--- src/rtl/conv_pkg.sv ---
// rtl/conv_pkg.sv - shared types and constant helpers for the sequential convolver
//
// Purpose: FSM state encoding and elaboration-time width helpers used by
//          conv_seq_engine and conv_mac.
// Contents: state_e (S_IDLE/S_MAC/S_EMIT), clog2, clog2_min1, imin, imax, acc_width.
package conv_pkg;

  typedef enum logic [1:0] {
    S_IDLE = 2'd0,
    S_MAC  = 2'd1,
    S_EMIT = 2'd2
  } state_e;

  function automatic int clog2(input int v);
    int r;
    int x;
    r = 0;
    x = v - 1;
    while (x > 0) begin
      r = r + 1;
      x = x >> 1;
    end
    return r;
  endfunction

  // Index widths must be at least one bit even when only one value exists.
  function automatic int clog2_min1(input int v);
    return (clog2(v) < 1) ? 1 : clog2(v);
  endfunction

  function automatic int imin(input int x, input int y);
    return (x < y) ? x : y;
  endfunction

  function automatic int imax(input int x, input int y);
    return (x > y) ? x : y;
  endfunction

  // At most min(n,m) products are summed per output; the extra bit keeps the
  // accumulator a signed quantity for both operand modes.
  function automatic int acc_width(input int dw, input int n, input int m);
    return 2 * dw + clog2(imin(n, m)) + 1;
  endfunction

endpackage

--- src/rtl/conv_mac.sv ---
// rtl/conv_mac.sv - registered multiply-accumulate for the sequential convolver
//
// Purpose: acc <= clr ? 0 : en ? acc + a*b : acc, operands sign- or zero-extended per SIGNED.
// Ports:
//   clk        in  clock
//   rst_n      in  synchronous reset, active low (clears acc)
//   clr_i      in  clear accumulator (priority over en_i)
//   en_i       in  accumulate one product
//   a_i, b_i   in  [DW-1:0] operands
//   acc_nxt_o  out [ACC_W-1:0] acc + a*b, the value the next enabled edge will store
module conv_mac #(
  parameter int DW     = 16,
  parameter int ACC_W  = 33,
  parameter int SIGNED = 0
) (
  input  logic             clk,
  input  logic             rst_n,
  input  logic             clr_i,
  input  logic             en_i,
  input  logic [DW-1:0]    a_i,
  input  logic [DW-1:0]    b_i,
  output logic [ACC_W-1:0] acc_nxt_o
);

  logic signed [ACC_W-1:0] a_ext;
  logic signed [ACC_W-1:0] b_ext;
  logic signed [ACC_W-1:0] prod;
  logic signed [ACC_W-1:0] acc_q;

  // Extending straight to ACC_W keeps the low ACC_W product bits exact, since
  // every true product and partial sum fits in ACC_W signed bits.
  assign a_ext = (SIGNED != 0) ? {{(ACC_W-DW){a_i[DW-1]}}, a_i} : {{(ACC_W-DW){1'b0}}, a_i};
  assign b_ext = (SIGNED != 0) ? {{(ACC_W-DW){b_i[DW-1]}}, b_i} : {{(ACC_W-DW){1'b0}}, b_i};
  assign prod      = a_ext * b_ext;
  assign acc_nxt_o = acc_q + prod;

  always_ff @(posedge clk) begin
    if (!rst_n) begin
      acc_q <= '0;
    end else if (clr_i) begin
      acc_q <= '0;
    end else if (en_i) begin
      acc_q <= acc_nxt_o;
    end
  end

endmodule

--- src/rtl/conv_seq_engine.sv ---
// rtl/conv_seq_engine.sv - sequential full linear convolver with one shared MAC
//
// Purpose: captures A (N elems) and B (M elems) on start, computes c[0..N+M-2] one
//          product per cycle, streams each c[i] out over a valid/ready port.
// Config macro: CONV_SAT_EN - saturate out_data to the OW range instead of truncating.
// Ports:
//   clk, rst_n          clock, synchronous active-low reset
//   start               begin a run (honoured only when idle)
//   arr_a, arr_b        operand vectors
//   busy                not idle
//   out_valid/out_ready result handshake
//   out_data, out_idx   result c[out_idx]
//   out_last            out_idx is the final index
//   done                one-cycle pulse after the final result is accepted
module conv_seq_engine
  import conv_pkg::*;
#(
  parameter int N      = 3,
  parameter int M      = 2,
  parameter int DW     = 16,
  parameter int OW     = 32,
  parameter int SIGNED = 0
) (
  input  logic                          clk,
  input  logic                          rst_n,
  input  logic                          start,
  input  logic [N-1:0][DW-1:0]          arr_a,
  input  logic [M-1:0][DW-1:0]          arr_b,
  output logic                          busy,
  output logic                          out_valid,
  input  logic                          out_ready,
  output logic [OW-1:0]                 out_data,
  output logic [clog2_min1(N+M-1)-1:0]  out_idx,
  output logic                          out_last,
  output logic                          done
);

  localparam int IW     = clog2_min1(N + M - 1);
  localparam int JW     = clog2_min1(N);
  localparam int ACC_W  = acc_width(DW, N, M);
  localparam int LAST_I = N + M - 2;

  state_e               state_q, state_d;
  logic [IW-1:0]        i_q, i_d;
  logic [JW-1:0]        j_q, j_d;
  logic [N-1:0][DW-1:0] a_q, a_d;
  logic [M-1:0][DW-1:0] b_q, b_d;
  logic                 busy_q, busy_d;
  logic                 out_valid_q, out_valid_d;
  logic [OW-1:0]        out_data_q, out_data_d;
  logic [IW-1:0]        out_idx_q, out_idx_d;
  logic                 out_last_q, out_last_d;
  logic                 done_q, done_d;
  logic                 mac_clr, mac_en;
  logic [DW-1:0]        a_sel, b_sel;
  logic [ACC_W-1:0]     acc_nxt;
  logic [OW-1:0]        narrow;
  int                   i_int, j_int, bidx;

  assign i_int = int'(i_q);
  assign j_int = int'(j_q);
  assign bidx  = i_int - j_int;

  // Explicit muxes keep indexing in range for any N/M, including N=1 or M=1.
  always_comb begin
    a_sel = '0;
    b_sel = '0;
    for (int k = 0; k < N; k++) if (j_int == k) a_sel = a_q[k];
    for (int k = 0; k < M; k++) if (bidx == k) b_sel = b_q[k];
  end

  conv_mac #(.DW(DW), .ACC_W(ACC_W), .SIGNED(SIGNED)) u_mac (
    .clk       (clk),
    .rst_n     (rst_n),
    .clr_i     (mac_clr),
    .en_i      (mac_en),
    .a_i       (a_sel),
    .b_i       (b_sel),
    .acc_nxt_o (acc_nxt)
  );

  // Unsigned accumulations never set the top bit, so sign extension is correct for both modes.
  if (OW > ACC_W) begin : g_ext
    assign narrow = {{(OW-ACC_W){acc_nxt[ACC_W-1]}}, acc_nxt};
  end else if (OW == ACC_W) begin : g_same
    assign narrow = acc_nxt;
  end else begin : g_narrow
`ifdef CONV_SAT_EN
    if (SIGNED != 0) begin : g_sat_s
      logic ovf_pos, ovf_neg;
      assign ovf_pos = !acc_nxt[ACC_W-1] && (acc_nxt[ACC_W-2:OW-1] != '0);
      assign ovf_neg =  acc_nxt[ACC_W-1] && (acc_nxt[ACC_W-2:OW-1] != '1);
      assign narrow  = ovf_pos ? {1'b0, {(OW-1){1'b1}}} :
                       ovf_neg ? {1'b1, {(OW-1){1'b0}}} : acc_nxt[OW-1:0];
    end else begin : g_sat_u
      assign narrow = (acc_nxt[ACC_W-1:OW] != '0) ? '1 : acc_nxt[OW-1:0];
    end
`else
    logic hi_unused;
    assign hi_unused = ^acc_nxt[ACC_W-1:OW];
    assign narrow    = acc_nxt[OW-1:0];
`endif
  end

  always_comb begin
    state_d     = state_q;
    i_d         = i_q;
    j_d         = j_q;
    a_d         = a_q;
    b_d         = b_q;
    out_valid_d = out_valid_q;
    out_data_d  = out_data_q;
    out_idx_d   = out_idx_q;
    out_last_d  = out_last_q;
    done_d      = 1'b0;
    mac_clr     = 1'b0;
    mac_en      = 1'b0;
    case (state_q)
      S_IDLE: begin
        if (start) begin
          a_d     = arr_a;
          b_d     = arr_b;
          i_d     = '0;
          j_d     = '0;
          mac_clr = 1'b1;
          state_d = S_MAC;
        end
      end
      S_MAC: begin
        mac_en = 1'b1;
        if (j_int == imin(i_int, N - 1)) begin
          // Register the final sum directly so out_data appears with out_valid.
          out_valid_d = 1'b1;
          out_data_d  = narrow;
          out_idx_d   = i_q;
          out_last_d  = (i_int == LAST_I);
          state_d     = S_EMIT;
        end else begin
          j_d = JW'(j_int + 1);
        end
      end
      S_EMIT: begin
        if (out_ready) begin
          out_valid_d = 1'b0;
          out_last_d  = 1'b0;
          mac_clr     = 1'b1;
          if (i_int == LAST_I) begin
            done_d  = 1'b1;
            state_d = S_IDLE;
          end else begin
            i_d     = IW'(i_int + 1);
            j_d     = JW'(imax(0, i_int + 2 - M));
            state_d = S_MAC;
          end
        end
      end
      default: state_d = S_IDLE;
    endcase
    busy_d = (state_d != S_IDLE);
  end

  always_ff @(posedge clk) begin
    if (!rst_n) begin
      state_q     <= S_IDLE;
      i_q         <= '0;
      j_q         <= '0;
      a_q         <= '0;
      b_q         <= '0;
      busy_q      <= 1'b0;
      out_valid_q <= 1'b0;
      out_data_q  <= '0;
      out_idx_q   <= '0;
      out_last_q  <= 1'b0;
      done_q      <= 1'b0;
    end else begin
      state_q     <= state_d;
      i_q         <= i_d;
      j_q         <= j_d;
      a_q         <= a_d;
      b_q         <= b_d;
      busy_q      <= busy_d;
      out_valid_q <= out_valid_d;
      out_data_q  <= out_data_d;
      out_idx_q   <= out_idx_d;
      out_last_q  <= out_last_d;
      done_q      <= done_d;
    end
  end

  assign busy      = busy_q;
  assign out_valid = out_valid_q;
  assign out_data  = out_data_q;
  assign out_idx   = out_idx_q;
  assign out_last  = out_last_q;
  assign done      = done_q;

endmodule
--- config.mk ---
export PLATFORM = sky130hd
export DESIGN_NAME = conv_seq_engine
export DESIGN_NICKNAME = d
export VERILOG_FILES = /design/src/rtl/conv_pkg.sv /design/src/rtl/conv_mac.sv /design/src/rtl/conv_seq_engine.sv
export SDC_FILE = /design/constraint.sdc
export NUM_CORES = 1
export LEC_CHECK = 0
export BUFFER_PORTS_ARGS = -buffer_cell sky130_fd_sc_hd__buf_2
export CAP_MARGIN = 5
export CORE_MARGIN = 4
export CORE_UTILIZATION = 63
export DETAILED_ROUTE_END_ITERATION = 6
export PLACE_DENSITY = 0.88
export REMOVE_ABC_BUFFERS = 1
export SETUP_SLACK_MARGIN = 0.1
export SYNTH_ARGS = -nofsm -noshare
export SYNTH_HDL_FRONTEND = slang
export SYNTH_HIERARCHICAL = 1
export SYNTH_SLANG_ARGS = --single-unit
--- constraint.sdc ---
create_clock -name clk -period 10.5 [get_ports clk]
set_input_delay 3.15 -clock clk [delete_from_list [all_inputs] [get_ports clk]]
set_output_delay 3.15 -clock clk [all_outputs]
set_load 0.02 [all_outputs]
==> impl_metrics.yaml, run 1 <==
sta:
  max_freq_ghz: 0.1019
  layout_min_cycle_time_ps: 9816
  fin_crit_sh_pct: 93.49
  worstMarginPinSlew_ps: 1126
  finalSetupViolCount: 0
  whs_ps: 455.1
  drv_slew: 0
  finalHoldViolCount: 0
  clock_skew_ps: 17.79
  fin_setup_tns_ps: 0
  slew_headroom_pct: 24.67
  rsz0062_at_grt: "false"
logic_synthesis:
  syn-cell-area_um2: 16530
  yosysWarnings: 6
  avgSynthCellArea_um2: 8.162
  synthCells: 2025
layout:
  drive_above_1_share_pct: 10.21
  stdcell_area_um2: 18070
  syn_to_final_growth_pct: 9.334
  final_common_cell: "nand2_1"
  utilization_pct: 69.74
  final_cell_mix: "nand2_1 (436), inv_1 (260), fa_1 (196), a21oi_1 (183), dfxtp_1 (156)"
  fillers: 1937
  fin_nets: 2530
routing:
  vias_per_cell: 5.791
  dr.pass1.iters: 6
  wl_per_cell_um: 16.82
  drt_iter0_drc: 1249
  wl_mm: 41.23
  antenna_left: 0
  vias: 14200
  drc_errors: 0
hold_path:
  min_path_type: "reg2reg"
  hp-start: "out_data[10]"
cts:
  cts-htree-levels: 4
  clock_path_buffers: 2
  insertion_delay_ps: 450
  cts_tree: "done"
  clk_pin_slew_ps: 90
  cts.sinks: 156
  cts-root-buf: "clkbuf_16"
  cts_made_buffers: 17
setup_path:
  startpoint: "i_q[0]"
  cp_slowest_stage_delay_ps: 830
  required_ps: 10890
  critPathArrivalTime_ps: 10210
  path_common_cell: "fa_1"
  cp-start-kind: "flip-flop"
  crit_type: "reg2reg"
  path_max_fanout: 16
  reg2reg_from: "i_q[0]"
  worst_setup_path_end_kind: "flip-flop"
  slowest_stage: "nor2_1"
floorplanning:
  core_area_um2: 25910
  die_h_um: 170.0
  die_area_um2: 28890
  ios: 122
  rows: 59
  die_w_um: 170.0
  start_util_pct: 63.78
placed_design:
  place_congestion: 0.9545
  placed_area_um2: 17430
  port_buffers: 121
  dp_hpwl_mm: 29.88
grt:
  grt_pass1_vias: 14590
  grt_pass1_wl_mm: 68.43
  grt_overflow: 0
  antenna_found_initial: 0
  grtUsageTotal_pct: 28.97
  grt_max_degree: 85
power:
  p_per_area_nw_per_um2: 156.3
  vdd_drop_max_mv: 0.2025
  leakagePower_uw: 0.008894
run:
  maxCapViolations: 0
outcome:
  status: "finished clean"
per-layer routing:
metal | vias up | track usage, % | part of all wire (%)
met5 | - | 0 | 0
li1 | 6580 | - | -
met1 | 6762 | 35.03 | 38
met4 | 0 | 13.72 | 5.0
met3 | 192 | 5.273 | 7.3
met2 | 665 | 50.18 | 50
where the power goes:
group	internal, uW	total [uW]	leakage [uW]	switching (uW)
Clock	331	679	0.000305	347
Sequential	671	711	0.00127	40.8
Combinational	497	1430	0.00732	937
critical path, delay by kind of cell, from the launching register on:
family | cells | cell delay [ps]
fa+ha+maj | 10 | 4460
simple gates | 9 | 2590
compound gates | 7 | 1710
flops | 1 | 430
buf+inv | 5 | 550
flip-flops by register name (all words and copies together), names as in the netlist:
| signal | count |
|---|---|
| j_q | 2 |
| out_idx | 2 |
| out_data | 32 |
| out_last | 1 |
| busy | 1 |
| b_q | 32 |
| a_q | 48 |
| u_mac/acc_q | 32 |
| i_q | 2 |
| state_q | 2 |
| out_valid | 1 |
| done | 1 |
final cells by class:
cell class | count | area [um^2] | area share, %
Antenna cell | 1 | 2.502 | 0.01385
Clock buffer | 17 | 425.4 | 2.354
Clock inverter | 15 | 211.5 | 1.170
Inverter | 261 | 980.9 | 5.429
Multi-Input combinational cell | 1509 | 12020 | 66.54
Sequential cell | 156 | 3123 | 17.28
Tap cell | 335 | 419.2 | 2.320
Timing Repair Buffer | 158 | 883.3 | 4.889
worst paths after layout:
check	slack (ps)	cells after the start	endpoint
worst min-delay path	460	2	out_data[10]
worst min register to register	460	2	out_data[10]
worst max-delay path	680	31	u_mac/acc_q[31]
worst max register to register	680	31	u_mac/acc_q[31]
metrics by stage:
step | total power [uW] | worst slack [ps] | cells
after floorplan | 1721 | 1616 | 1926
after global placement | 2080 | 1143 | 2419
after detailed placement | 2130 | 847.7 | 2419
after CTS | 2825 | 777.5 | 2451
after global routing | 3027 | 217.7 | 2451
final | 2824 | 683.8 | 2452
what timing repair did:
| item | 4_1_cts | 5_1_grt |
|---|---|---|
| hold buffers | 0 | 0 |
| buffers inserted | 0 | 0 |
| gates resized for setup | 0 | 2 |
| endpoints found under the setup margin | 0 | 3 |
No activity file was read; power rests on OpenSTA's default activity.
==> run 2: changes to the inputs <==
--- a/config.mk
+++ b/config.mk
@@ -7,10 +7,12 @@
 export LEC_CHECK = 0
 export BUFFER_PORTS_ARGS = -buffer_cell sky130_fd_sc_hd__buf_2
 export CAP_MARGIN = 5
+export CELL_PAD_IN_SITES_DETAIL_PLACEMENT = 1
+export CELL_PAD_IN_SITES_GLOBAL_PLACEMENT = 1
 export CORE_MARGIN = 4
-export CORE_UTILIZATION = 63
+export CORE_UTILIZATION = 47
 export DETAILED_ROUTE_END_ITERATION = 6
-export PLACE_DENSITY = 0.88
+export PLACE_DENSITY = 0.87
 export REMOVE_ABC_BUFFERS = 1
 export SETUP_SLACK_MARGIN = 0.1
 export SYNTH_ARGS = -nofsm -noshare
==> impl_metrics.yaml, run 2 (synthesized netlist as in run 1, its figures left out) <==
sta:
  max_freq_ghz: 0.1037
  whs_ps: 452.1
  slew_headroom_pct: 23.74
  fin_crit_sh_pct: 91.83
  rsz0062_at_grt: "false"
  postLayoutSetupSlackWorst_ps: 857.6
  fin_setup_tns_ps: 0
  finalSetupViolCount: 0
  clock_skew_ps: 13.10
  worstMarginPinSlew_ps: 1140
  drv_slew: 0
  layout_min_cycle_time_ps: 9642
  finalHoldViolCount: 0
routing:
  antenna_left: 0
  vias_per_cell: 5.528
  highest_layer: "met4"
  wl_per_cell_um: 19.30
  dr.pass1.iters: 4
  dr_wl_met3_mm: 2.082
  drc_errors: 0
  drt_iter0_drc: 679
  vias: 14220
  drt-met1-wl_mm: 19.54
  wl_mm: 49.65
  wl_met2_mm: 26.03
cts:
  insertion_delay_ps: 460
  post_cts_buffers: 0
  cts-root-buf: "clkbuf_16"
  cts_tree: "done"
  cts_made_buffers: 17
  clk_pin_slew_ps: 70
  cts-htree-levels: 4
  clock_path_buffers: 2
  cts.sinks: 156
outcome:
  status: "finished clean"
grt:
  grt_max_degree: 85
  grtUsageTotal_pct: 26.25
  antenna_found_initial: 0
  grt_overflow: 0
  grt_pass1_wl_mm: 81.28
  grt_pass1_vias: 16220
setup_path:
  critPathArrivalTime_ps: 10040
  crit_buf_inv: 7
  slowest_stage: "ha_2"
  cp_slowest_stage_delay_ps: 550
  required_ps: 10900
  cp-start-kind: "flip-flop"
  worst_setup_path_end_kind: "flip-flop"
  crit_type: "reg2reg"
  path_max_fanout: 16
  path_common_cell: "fa_1"
  cpLargestDelayFamily: "adder cells"
floorplanning:
  die_area_um2: 38230
  ios: 122
  rows: 68
  start_util_pct: 47.73
  core_area_um2: 34630
  die_h_um: 195.5
  die_w_um: 195.5
layout:
  utilization_pct: 52.51
  fin_nets: 2531
  final_cell_mix: "nand2_1 (436), inv_1 (260), fa_1 (196), a21oi_1 (183), dfxtp_1 (156)"
  syn_to_final_growth_pct: 10.02
  final_common_cell: "nand2_1"
  stdcell_area_um2: 18180
  n_antenna_cell: 0
  fillers: 4216
  largest_register_ffs: 48
  largest-register: "a_q"
  multi_input_area_um2: 12050
  drive_above_1_share_pct: 10.49
  regArea_um2: 3123
placed_design:
  pre_cts_ws_ps: 363.5
  dp_hpwl_mm: 37.42
  port_buffers: 121
  placed_area_um2: 17580
  place_congestion: 0.8901
power:
  leakagePower_uw: 0.008864
  p_seq_share_pct: 25.3
  vdd_drop_max_mv: 0.1633
  netSwitchingFraction_pct: 47.27
  clockPowerShare_pct: 21.4
  p_int_uw: 1493
  p_per_area_nw_per_um2: 155.7
  comb_power_share_pct: 53.4
  switching_power_uw: 1338
hold_path:
  min_path_type: "reg2reg"
run:
  maxCapViolations: 0
==> run 2: power groups by stage <==
| stage | Combinational [uW] | Sequential [uW] | Clock (uW) |
|---|---|---|---|
| 4_1_cts | 1510 | 715 | 622 |
| 6_report | 1510 | 715 | 606 |
| 5_1_grt | 1670 | 725 | 647 |
| 3_3_place_gp | 1400 | 722 | 0 |
| 3_5_place_dp | 1490 | 727 | 0 |
| 2_1_floorplan | 981 | 740 | 0 |
==> run 2: repair_timing <==
action,CTS,global route
resized for setup,0,11
hold buffers,0,0
endpoints found under the setup margin,0,21
==> run 2: path summary, 6_finish.rpt <==
path	start	end	slack (ps)	cells after the start
worst min register to register	out_data[3]	out_data[3]	450	2
worst max register to register	i_q[0]	u_mac/acc_q[31]	860	34
worst max-delay path	i_q[0]	u_mac/acc_q[31]	860	34
worst min-delay path	out_data[3]	out_data[3]	450	2
==> run 2: worst register-to-register path, delay by kind of cell, from the launching register on <==
kind / cells / cell delay (ps)
fa+ha+maj: 9 / 4380
simple gates: 8 / 1920
compound gates: 8 / 1640
buf+inv: 7 / 860
flops: 1 / 440
mux: 1 / 250
xor+xnor: 1 / 120
==> run 2: stage by stage <==
step | cells | total power [uW]
floorplan | 1926 | 1721
global placement | 2540 | 2122
detailed placement | 2540 | 2217
CTS | 2572 | 2845
global route | 2572 | 3044
finish | 2572 | 2831
==> run 2: layer usage <==
| metal | vias to the layer above | GRT usage (%) |
|---|---|---|
| li1 | 6587 | - |
| met1 | 7119 | 29.80 |
| met2 | 355 | 48.12 |
| met3 | 157 | 4.693 |
| met4 | 0 | 11.43 |
| met5 | - | 0 |
==> run 2: cell type report <==
type,count,share of cell area [%]
Timing Repair Buffer,159,4.900
Inverter,261,5.395
Sequential cell,156,17.18
Clock inverter,14,0.7432
Multi-Input combinational cell,1509,66.30
Tap cell,455,3.131
Clock buffer,18,2.360
